<file path="src/rtl/multicycle_control.sv">
// Purpose: Moore-style sequencer for the multicycle MIPS datapath (fetch/decode/execute/mem/writeback).
// Latency: one state per clock; lw 5, sw/R-type/addi 4, beq/j 3 cycles with memory always ready.
// Backpressure: FETCH, MEMRD and MEMWR hold while mem_ready is low (unless WAIT_MEM=0).
module multicycle_control #(
    parameter bit WAIT_MEM = 1'b1
) (
    input  logic       clk,
    input  logic       rst_n,
    input  logic [5:0] op,
    input  logic [5:0] funct,
    input  logic       zero,
    input  logic       mem_ready,
    output logic [2:0] alucontrol,
    output logic       alusrca,
    output logic [1:0] alusrcb,
    output logic       iord,
    output logic       irwrite,
    output logic       memwrite,
    output logic       regwrite,
    output logic       regdst,
    output logic       memtoreg,
    output logic [1:0] pcsrc,
    output logic       pcen,
    output logic       instr_done,
    output logic       illegal_op
);

    typedef enum logic [3:0] {
        S_IDLE    = 4'd0,
        S_FETCH   = 4'd1,
        S_DECODE  = 4'd2,
        S_MEMADR  = 4'd3,
        S_MEMRD   = 4'd4,
        S_MEMWB   = 4'd5,
        S_MEMWR   = 4'd6,
        S_EXECUTE = 4'd7,
        S_ALUWB   = 4'd8,
        S_BRANCH  = 4'd9,
        S_ADDIEX  = 4'd10,
        S_ADDIWB  = 4'd11,
        S_JUMP    = 4'd12
    } state_e;

    localparam logic [5:0] OP_RTYPE = 6'b000000;
    localparam logic [5:0] OP_LW    = 6'b100011;
    localparam logic [5:0] OP_SW    = 6'b101011;
    localparam logic [5:0] OP_BEQ   = 6'b000100;
    localparam logic [5:0] OP_ADDI  = 6'b001000;
    localparam logic [5:0] OP_J     = 6'b000010;

    state_e state_q, state_d;
    logic   mem_rdy;
    logic   pcwrite;
    logic   branch;
    logic   funct_ok;

    // With WAIT_MEM cleared every memory access is assumed to complete in one cycle.
    assign mem_rdy = (!WAIT_MEM) || mem_ready;

    // Only the five supported R-type functions are legal.
    assign funct_ok = (funct == 6'b100000) || (funct == 6'b100010) || (funct == 6'b100100) ||
                      (funct == 6'b100101) || (funct == 6'b101010);

    // State register; reset drops straight to IDLE so all enables fall immediately.
    always_ff @(posedge clk or negedge rst_n) begin
        if (!rst_n) state_q <= S_IDLE;
        else        state_q <= state_d;
    end

    // Next-state and output decode from the current state plus the few live inputs.
    always_comb begin
        state_d    = state_q;
        alucontrol = 3'b010;
        alusrca    = 1'b0;
        alusrcb    = 2'b00;
        iord       = 1'b0;
        irwrite    = 1'b0;
        memwrite   = 1'b0;
        regwrite   = 1'b0;
        regdst     = 1'b0;
        memtoreg   = 1'b0;
        pcsrc      = 2'b00;
        pcwrite    = 1'b0;
        branch     = 1'b0;
        instr_done = 1'b0;
        illegal_op = 1'b0;
        case (state_q)
            S_IDLE: state_d = S_FETCH;
            S_FETCH: begin
                alusrcb = 2'b01;
                irwrite = mem_rdy;
                pcwrite = mem_rdy;
                if (mem_rdy) state_d = S_DECODE;
            end
            S_DECODE: begin
                // Branch target is precomputed here while the opcode is examined.
                alusrcb = 2'b11;
                case (op)
                    OP_LW, OP_SW: state_d = S_MEMADR;
                    OP_BEQ:       state_d = S_BRANCH;
                    OP_ADDI:      state_d = S_ADDIEX;
                    OP_J:         state_d = S_JUMP;
                    OP_RTYPE: begin
                        if (funct_ok) begin
                            state_d = S_EXECUTE;
                        end else begin
                            illegal_op = 1'b1;
                            instr_done = 1'b1;
                            state_d    = S_FETCH;
                        end
                    end
                    default: begin
                        illegal_op = 1'b1;
                        instr_done = 1'b1;
                        state_d    = S_FETCH;
                    end
                endcase
            end
            S_MEMADR: begin
                alusrca = 1'b1;
                alusrcb = 2'b10;
                state_d = (op == OP_LW) ? S_MEMRD : S_MEMWR;
            end
            S_MEMRD: begin
                iord = 1'b1;
                if (mem_rdy) state_d = S_MEMWB;
            end
            S_MEMWB: begin
                memtoreg   = 1'b1;
                regwrite   = 1'b1;
                instr_done = 1'b1;
                state_d    = S_FETCH;
            end
            S_MEMWR: begin
                iord       = 1'b1;
                memwrite   = 1'b1;
                instr_done = mem_rdy;
                if (mem_rdy) state_d = S_FETCH;
            end
            S_EXECUTE: begin
                alusrca = 1'b1;
                case (funct)
                    6'b100010: alucontrol = 3'b110;
                    6'b100100: alucontrol = 3'b000;
                    6'b100101: alucontrol = 3'b001;
                    6'b101010: alucontrol = 3'b111;
                    default:   alucontrol = 3'b010;
                endcase
                state_d = S_ALUWB;
            end
            S_ALUWB: begin
                regdst     = 1'b1;
                regwrite   = 1'b1;
                instr_done = 1'b1;
                state_d    = S_FETCH;
            end
            S_BRANCH: begin
                alusrca    = 1'b1;
                alucontrol = 3'b110;
                pcsrc      = 2'b01;
                branch     = 1'b1;
                instr_done = 1'b1;
                state_d    = S_FETCH;
            end
            S_ADDIEX: begin
                alusrca = 1'b1;
                alusrcb = 2'b10;
                state_d = S_ADDIWB;
            end
            S_ADDIWB: begin
                regwrite   = 1'b1;
                instr_done = 1'b1;
                state_d    = S_FETCH;
            end
            S_JUMP: begin
                pcsrc      = 2'b10;
                pcwrite    = 1'b1;
                instr_done = 1'b1;
                state_d    = S_FETCH;
            end
            default: begin
                // Corrupted encoding: everything quiet, resume at FETCH.
                alucontrol = 3'b000;
                state_d    = S_FETCH;
            end
        endcase
        pcen = pcwrite | (branch & zero);
    end

endmodule

</file>
<file path="config.mk">
export PLATFORM = sky130hd
export DESIGN_NAME = multicycle_control
export DESIGN_NICKNAME = d
export VERILOG_FILES = /design/src/rtl/multicycle_control.sv
export SDC_FILE = /design/constraint.sdc
export NUM_CORES = 1
export LEC_CHECK = 0
export BUFFER_PORTS_ARGS = -buffer_cell sky130_fd_sc_hd__buf_2
export CORE_MARGIN = 8
export CORE_UTILIZATION = 48
export DETAILED_ROUTE_END_ITERATION = 12
export PLACE_DENSITY = 0.87
export SYNTH_ARGS = -nofsm -noshare
export SYNTH_HDL_FRONTEND = slang
export SYNTH_SLANG_ARGS = --single-unit
</file>
<file path="constraint.sdc">
create_clock -name clk -period 4.5 [get_ports clk]
set_input_delay 0.9 -clock clk [delete_from_list [all_inputs] [get_ports clk]]
set_output_delay 0.9 -clock clk [all_outputs]
set_load 0.02 [all_outputs]
</file>
* Word-level counts from Yosys, hierarchy flattened
Cells that the tools add are included.
** Word-level totals
- Flip-flop bits (word level) :: 4
- Input port bits :: 16
- Logic and storage cells :: 67
** Operators by class
- Equal/unequal tests :: 25
- Multiplexer cells :: 24
- Reductions and logical operators :: 15
- Bitwise operators :: 2
** Operator list (number)
- 6-bit == test, second input constant :: 7
- 4-bit case mux with 7 select lines :: 1
- 4-bit == test, second input constant :: 5
- 4-bit case mux with 5 select lines :: 1
- 4-bit by 3-bit == test with 1-bit output, second input constant :: 4
- 4-bit two-way mux :: 3
- 3-bit case mux with 4 select lines :: 1
- 11-bit OR reduction :: 1
- 1-bit two-way mux :: 10
- 5-bit OR reduction :: 2
- 3-bit case mux with 3 select lines :: 1
- 4-bit by 2-bit == test with 1-bit output, second input constant :: 2
- 6-bit by 2-bit == test with 1-bit output, second input constant :: 1
- 6-bit by 3-bit == test with 1-bit output, second input constant :: 1
- 6-bit by 4-bit == test with 1-bit output, second input constant :: 1
- 6-bit zero test :: 1
- 2-bit != test, second input constant :: 3
- 2-bit case mux with 3 select lines :: 1
- 2-bit OR reduction :: 3
- 4-bit by 1-bit == test with 1-bit output, second input constant :: 1
- 4-bit zero test :: 1
- 1-bit logical OR :: 4
- 1-bit case mux with 2 select lines :: 2
- 2-bit case mux with 2 select lines :: 1
- 8 further kinds :: 8

* Depth between registers and ports, before layout
- Depth in word-level cells :: 8
- Depth in mapped cells :: 6

* Least setup slack after synthesis
No wires, ideal clock.
- Kind :: input to output
- From :: input op[3]
- To :: output instr_done
- Required time :: 3600 ps
- Stages :: 6
- Slack :: 1400 ps
- Arrival :: 2200 ps
- Cells stage by stage :: buf_6 nor3_2 a21o_1 a22oi_1 o311a_1 or3_1
** Between the ends
- Longest elaborated chain between the ends :: 4
- Elaborated cells between the ends (all ways) :: 9
- Those cells by class :: eq/ne: 5; mux: 2; reduce/logical: 2
** Ends and longest elaborated chain
- from (decl) :: line 9 : input logic [5:0] op,
- 6-bit == test, or another cell as far along :: line 98 : case (op)
- 5-bit OR reduction (no source line)
- 1-bit case mux with 2 select lines * :: line 98
- 1-bit case mux with 3 select lines * :: line 87 : case (state_q)
- to (decl) :: line 24 : output logic instr_done,
Mark *: on every way between the ends. The rest lies on a longest branch, timed or not.

* Worst setup path in the final report
- From :: input funct[4]
- To :: output instr_done
** Between the ends
- Longest elaborated chain between the ends :: 8
- Elaborated cells between the ends (all ways) :: 12
- Those cells by class :: eq/ne: 5; mux: 3; reduce/logical: 4
** Ends and longest elaborated chain
- from (decl) :: line 10 : input logic [5:0] funct,
- 6-bit == test :: line 61 : assign funct_ok = (funct == 6'b100000) || (funct == 6'b100010) || (funct == 6'b100100) ||
- 1-bit logical OR (3 in series) :: line 61
- 1-bit logical OR * :: line 62 : (funct == 6'b100101) || (funct == 6'b101010);
- 1-bit two-way mux * :: line 104 : if (funct_ok) begin
- 1-bit case mux with 2 select lines * :: line 98
- 1-bit case mux with 3 select lines * :: line 87
Marked as above.

==> impl_summary.md <==
Synth
The adder-cell area share of the yosys netlist is 0. Sorting the synthesized cells by area gives the leading types as sky130_fd_sc_hd__dfrtp_1, sky130_fd_sc_hd__nor2_1, sky130_fd_sc_hd__o21ai_0. The flip-flop cell with the highest count after synthesis is sky130_fd_sc_hd__dfrtp_1. The number of storage elements in the synthesis netlist is 4. The compound-gate portion of the synthesized area is 0.322. The most numerous cell in the Yosys netlist is sky130_fd_sc_hd__nor2_1. In the synthesized netlist the async set-or-reset flop fraction comes to 1.00.

After synthesis, the netlist uses 37 different library cells. The biggest area contributor in the post-synthesis netlist is sky130_fd_sc_hd__dfrtp_1. The part of the Yosys area used for sequential elements is 0.148. A synthesized cell averages approximately 7.1 um^2.

The multiplexer share of the synthesized area is 0.0148. The commonest cells after synthesis are sky130_fd_sc_hd__nor2_1, sky130_fd_sc_hd__o21ai_0, sky130_fd_sc_hd__clkbuf_1. Of the total synthesized cell area, the portion taken by XOR and XNOR cells is 0.0259.

The cell area after synthesis is 676 um^2. The synthesized instance count is 95. The post-synthesis net count is 111.

The count of yosys warnings during synthesis is 0. Counting flops with a built-in enable in the synthesized netlist gives 0. The area fraction in and, or, nand and nor cells after synthesis is 0.415. The largest family of logic cells by synthesized area is simple AND/OR/NAND/NOR gates. The share of synthesized area in the top cell type comes to 0.148.

CTS
The hold buffer count at cts is 0. The total of cells resized after clock tree synthesis is 0. TritonCTS built the clock tree.

At the later pin of the worst-skew pair, clock insertion delay measures about 0.24 ns. The cell at the root of the clock tree is sky130_fd_sc_hd__clkbuf_4. The number of CTS-inserted buffers is 3. After clock tree synthesis, the clock-pin slew on the worst setup and hold paths is around 0.040 ns. The clock net in this run drives a total of 4 sinks. The number of post-CTS setup repair buffers is 0.

In this run the number of H-tree levels came out at 1. The maximum number of buffers from clock root to sink is 2.

Cells and area
The filler cell count in the final layout is between 100 and 150. The top register by number of flip-flops is state_q. The count of inserted antenna diode cells is 0. In the final layout, the share of cells above drive strength 1 is 0.352.

The register with the most flip-flops in the layout has 4 of them. The number of nets in the finished design is 140. The largest registers in the layout are state_q x4. From synthesis to final layout, the design area changed by 24.1%.

Global routing
The number of antenna violations at the first check in global routing is 0. The via count of the first global-routing pass is 825. The wire length of the first global-routing pass is roughly 3.3 mm.

The total congestion overflow after global routing is 0. Entering global routing, the biggest net connects 18 pins. The overall routing resource usage is 0.145.

Critical path
STA classifies the critical path startpoint as a primary input. Broken down by cell family, the worst path's largest delay share belongs to compound AO/OA/AOI/OAI gates. On the worst path, the slowest cell contributes a delay of ~0.38 ns. The worst reg2reg path endpoint is state_q[1]$_DFFE_PN0P_. The slack of the worst reg-to-reg path is between 2 and 3 ns. The worst setup path is captured at an output port. At the worst endpoint, the required time is 3.60 ns.

The worst register-to-register path begins at state_q[1]$_DFFE_PN0P_. The cell that appears most often on the critical path is sky130_fd_sc_hd__buf_2. The critical path is of the in -> out type. The buffer and inverter count on the worst path is 2. The critical path goes through buf_2 > nand2b_4 > a2111oi_4 > o211ai_1 > o311a_1 > or3_1 > buf_2.

The worst reg-to-reg path cell count is 5. The maximum net fanout on the critical path is 3. On the critical path, the stage with the largest delay is an instance of sky130_fd_sc_hd__a2111oi_4.

The worst endpoint data arrival time is about 2.3 ns.

Timing
The final number of max-transition violations is 0. Setup slack on the critical path of the routed design comes to around 1.3 ns. For the final database, setup skew stands at between 0.0007 and 0.0008 ns.

The number of endpoints with negative hold slack in the final report is 0. The slew at the pin closest to its max-slew limit is ~0.47 ns. Subtracting the final worst setup slack from the clock period gives between 3 and 4 ns. The maximum clock frequency is ~310 MHz. Setup repair after global routing left no endpoint under its margin.

The setup TNS is 0 ns. The number of setup violations in the final report is 0. In this run the tightest slew margin relative to its limit is 0.685. The post-route worst hold slack is between 0.4 and 0.5 ns. Dividing the final minimum period by the clock period gives 0.715.

Route
Summing over every cut layer, the via total after detailed routing is 847. For this run, the detailed router's first-pass iteration total came to 4. The DRC violations left is 0. After detailed routing, the number of vias per cell comes to between 6 and 7.

The final antenna-violating net count is 0. The total length of routed wires is about 2.0 mm. The first routing iteration left 24 violations. The routed wire length per instance is 14.5 um.

Place
The global placement routability congestion is 0.850. The pre-CTS worst setup slack is approximately 1.3 ns. Port buffering added 32 buffers. The placed wire-length estimate is 1.55 mm.

Job
The max-cap check violation count is 0.

Die
In this run the standard cell core region covers roughly 1300 um^2. The cell row count is 13. The I/O pin total is 33.

The full die area is about 2900 um^2. The die is 53.5 um tall. The die extent in x is between 50 and 60 um. The initial utilization of the core area, before any placement, comes to 0.519.

Power
Overall power consumption after layout is estimated at approximately 350 uW. The static leakage is between 0.4 and 0.5 nW. The power density over the cells is 416 nW/um^2. VDD sags by at most approximately 0.26 mV.

Status
The run finished with clean final reports.

Worst hold path
The tightest min-delay check is of the in -> async type.
stage by stage:
| stage | instance area (um^2) | util | instances |
|---|---|---|---|
| finish | 838 | 0.644 | 137 |
| CTS | 838 | 0.644 | 137 |
| floorplan | 676 | - | 95 |
| global placement | 816 | 0.627 | 134 |
| detailed placement | 816 | 0.627 | 134 |
| global route | 838 | 0.644 | 137 |
where the power goes:
| part | internal [mW] | total [mW] | leakage [nW] | switching (mW) |
|---|---|---|---|---|
| logic | 0.0861 | 0.216 | 0.357 | 0.130 |
| clock network | 0.0299 | 0.0456 | 0.0138 | 0.0157 |
| registers | 0.0472 | 0.0865 | 0.0512 | 0.0393 |
| total | 0.163 | 0.348 | 0.422 | 0.185 |
layout make-up:
class / count / area (um^2) / area share
timing repair buffer: 32 / 160 / 0.191
clock buffer: 3 / 22.5 / 0.0269
multi-input combinational: 80 / 526 / 0.627
sequential: 4 / 100 / 0.119
inverter: 3 / 11.3 / 0.0134
tap: 15 / 18.8 / 0.0224
kinds of logic (layout without fill, tap and decap cells):
| kind of cell | count (synthesis) | after routing |
|---|---|---|
| simple gates | 48 | 48 |
| compound gates | 29 | 29 |
| buf+inv | 11 | 38 |
| flops | 4 | 4 |
| xor+xnor | 2 | 2 |
| mux | 1 | 1 |
layout by cell type (no fill, tap or decap), drive strengths merged:
master	count
o31ai	1
nor2	11
clkbuf	3
a21boi	2
nand2	5
or3	1
o21ai	8
o32ai	1
or2	1
nand2b	5
nor4b	4
a211o	1
a31o	1
buf	32
xor2	2
dfrtp	4
a22oi	2
nand3	5
o311a	2
o211ai	2
a21oi	4
a2111oi	2
inv	3
a31oi	1
nor3	4
mux2i	1
and3	2
nor4	3
nor2b	6
nor3b	1
a21o	2
worst reg2reg max path, delay by kind of cell (launching register included):
| family | cells | cell delay [ns] |
|---|---|---|
| simple gates | 2 | 0.75 |
| flops | 1 | 0.59 |
| compound gates | 3 | 0.42 |
worst max path at each step:
stage	startpoint	to	slack, ns	cells past startpoint
5_1_grt	funct[4]	instr_done	1.18	7
3_3_place_gp	funct[4]	instr_done	1.30	7
4_1_cts	funct[4]	instr_done	1.29	7
2_1_floorplan	op[3]	instr_done	1.40	6
3_5_place_dp	funct[4]	instr_done	1.29	7
6_report	funct[4]	instr_done	1.28	7
layer usage:
| metal | wire [um] | GRT usage | part of all wire |
|---|---|---|---|
| met2 | 935 | 0.248 | 0.47 |
| met5 | 0 | 0 | 0 |
| met1 | 854 | 0.171 | 0.43 |
| met4 | 25 | 0.0504 | 0.013 |
| met3 | 175 | 0.0364 | 0.088 |
Note: power is estimated with default switching activity, not from simulation.
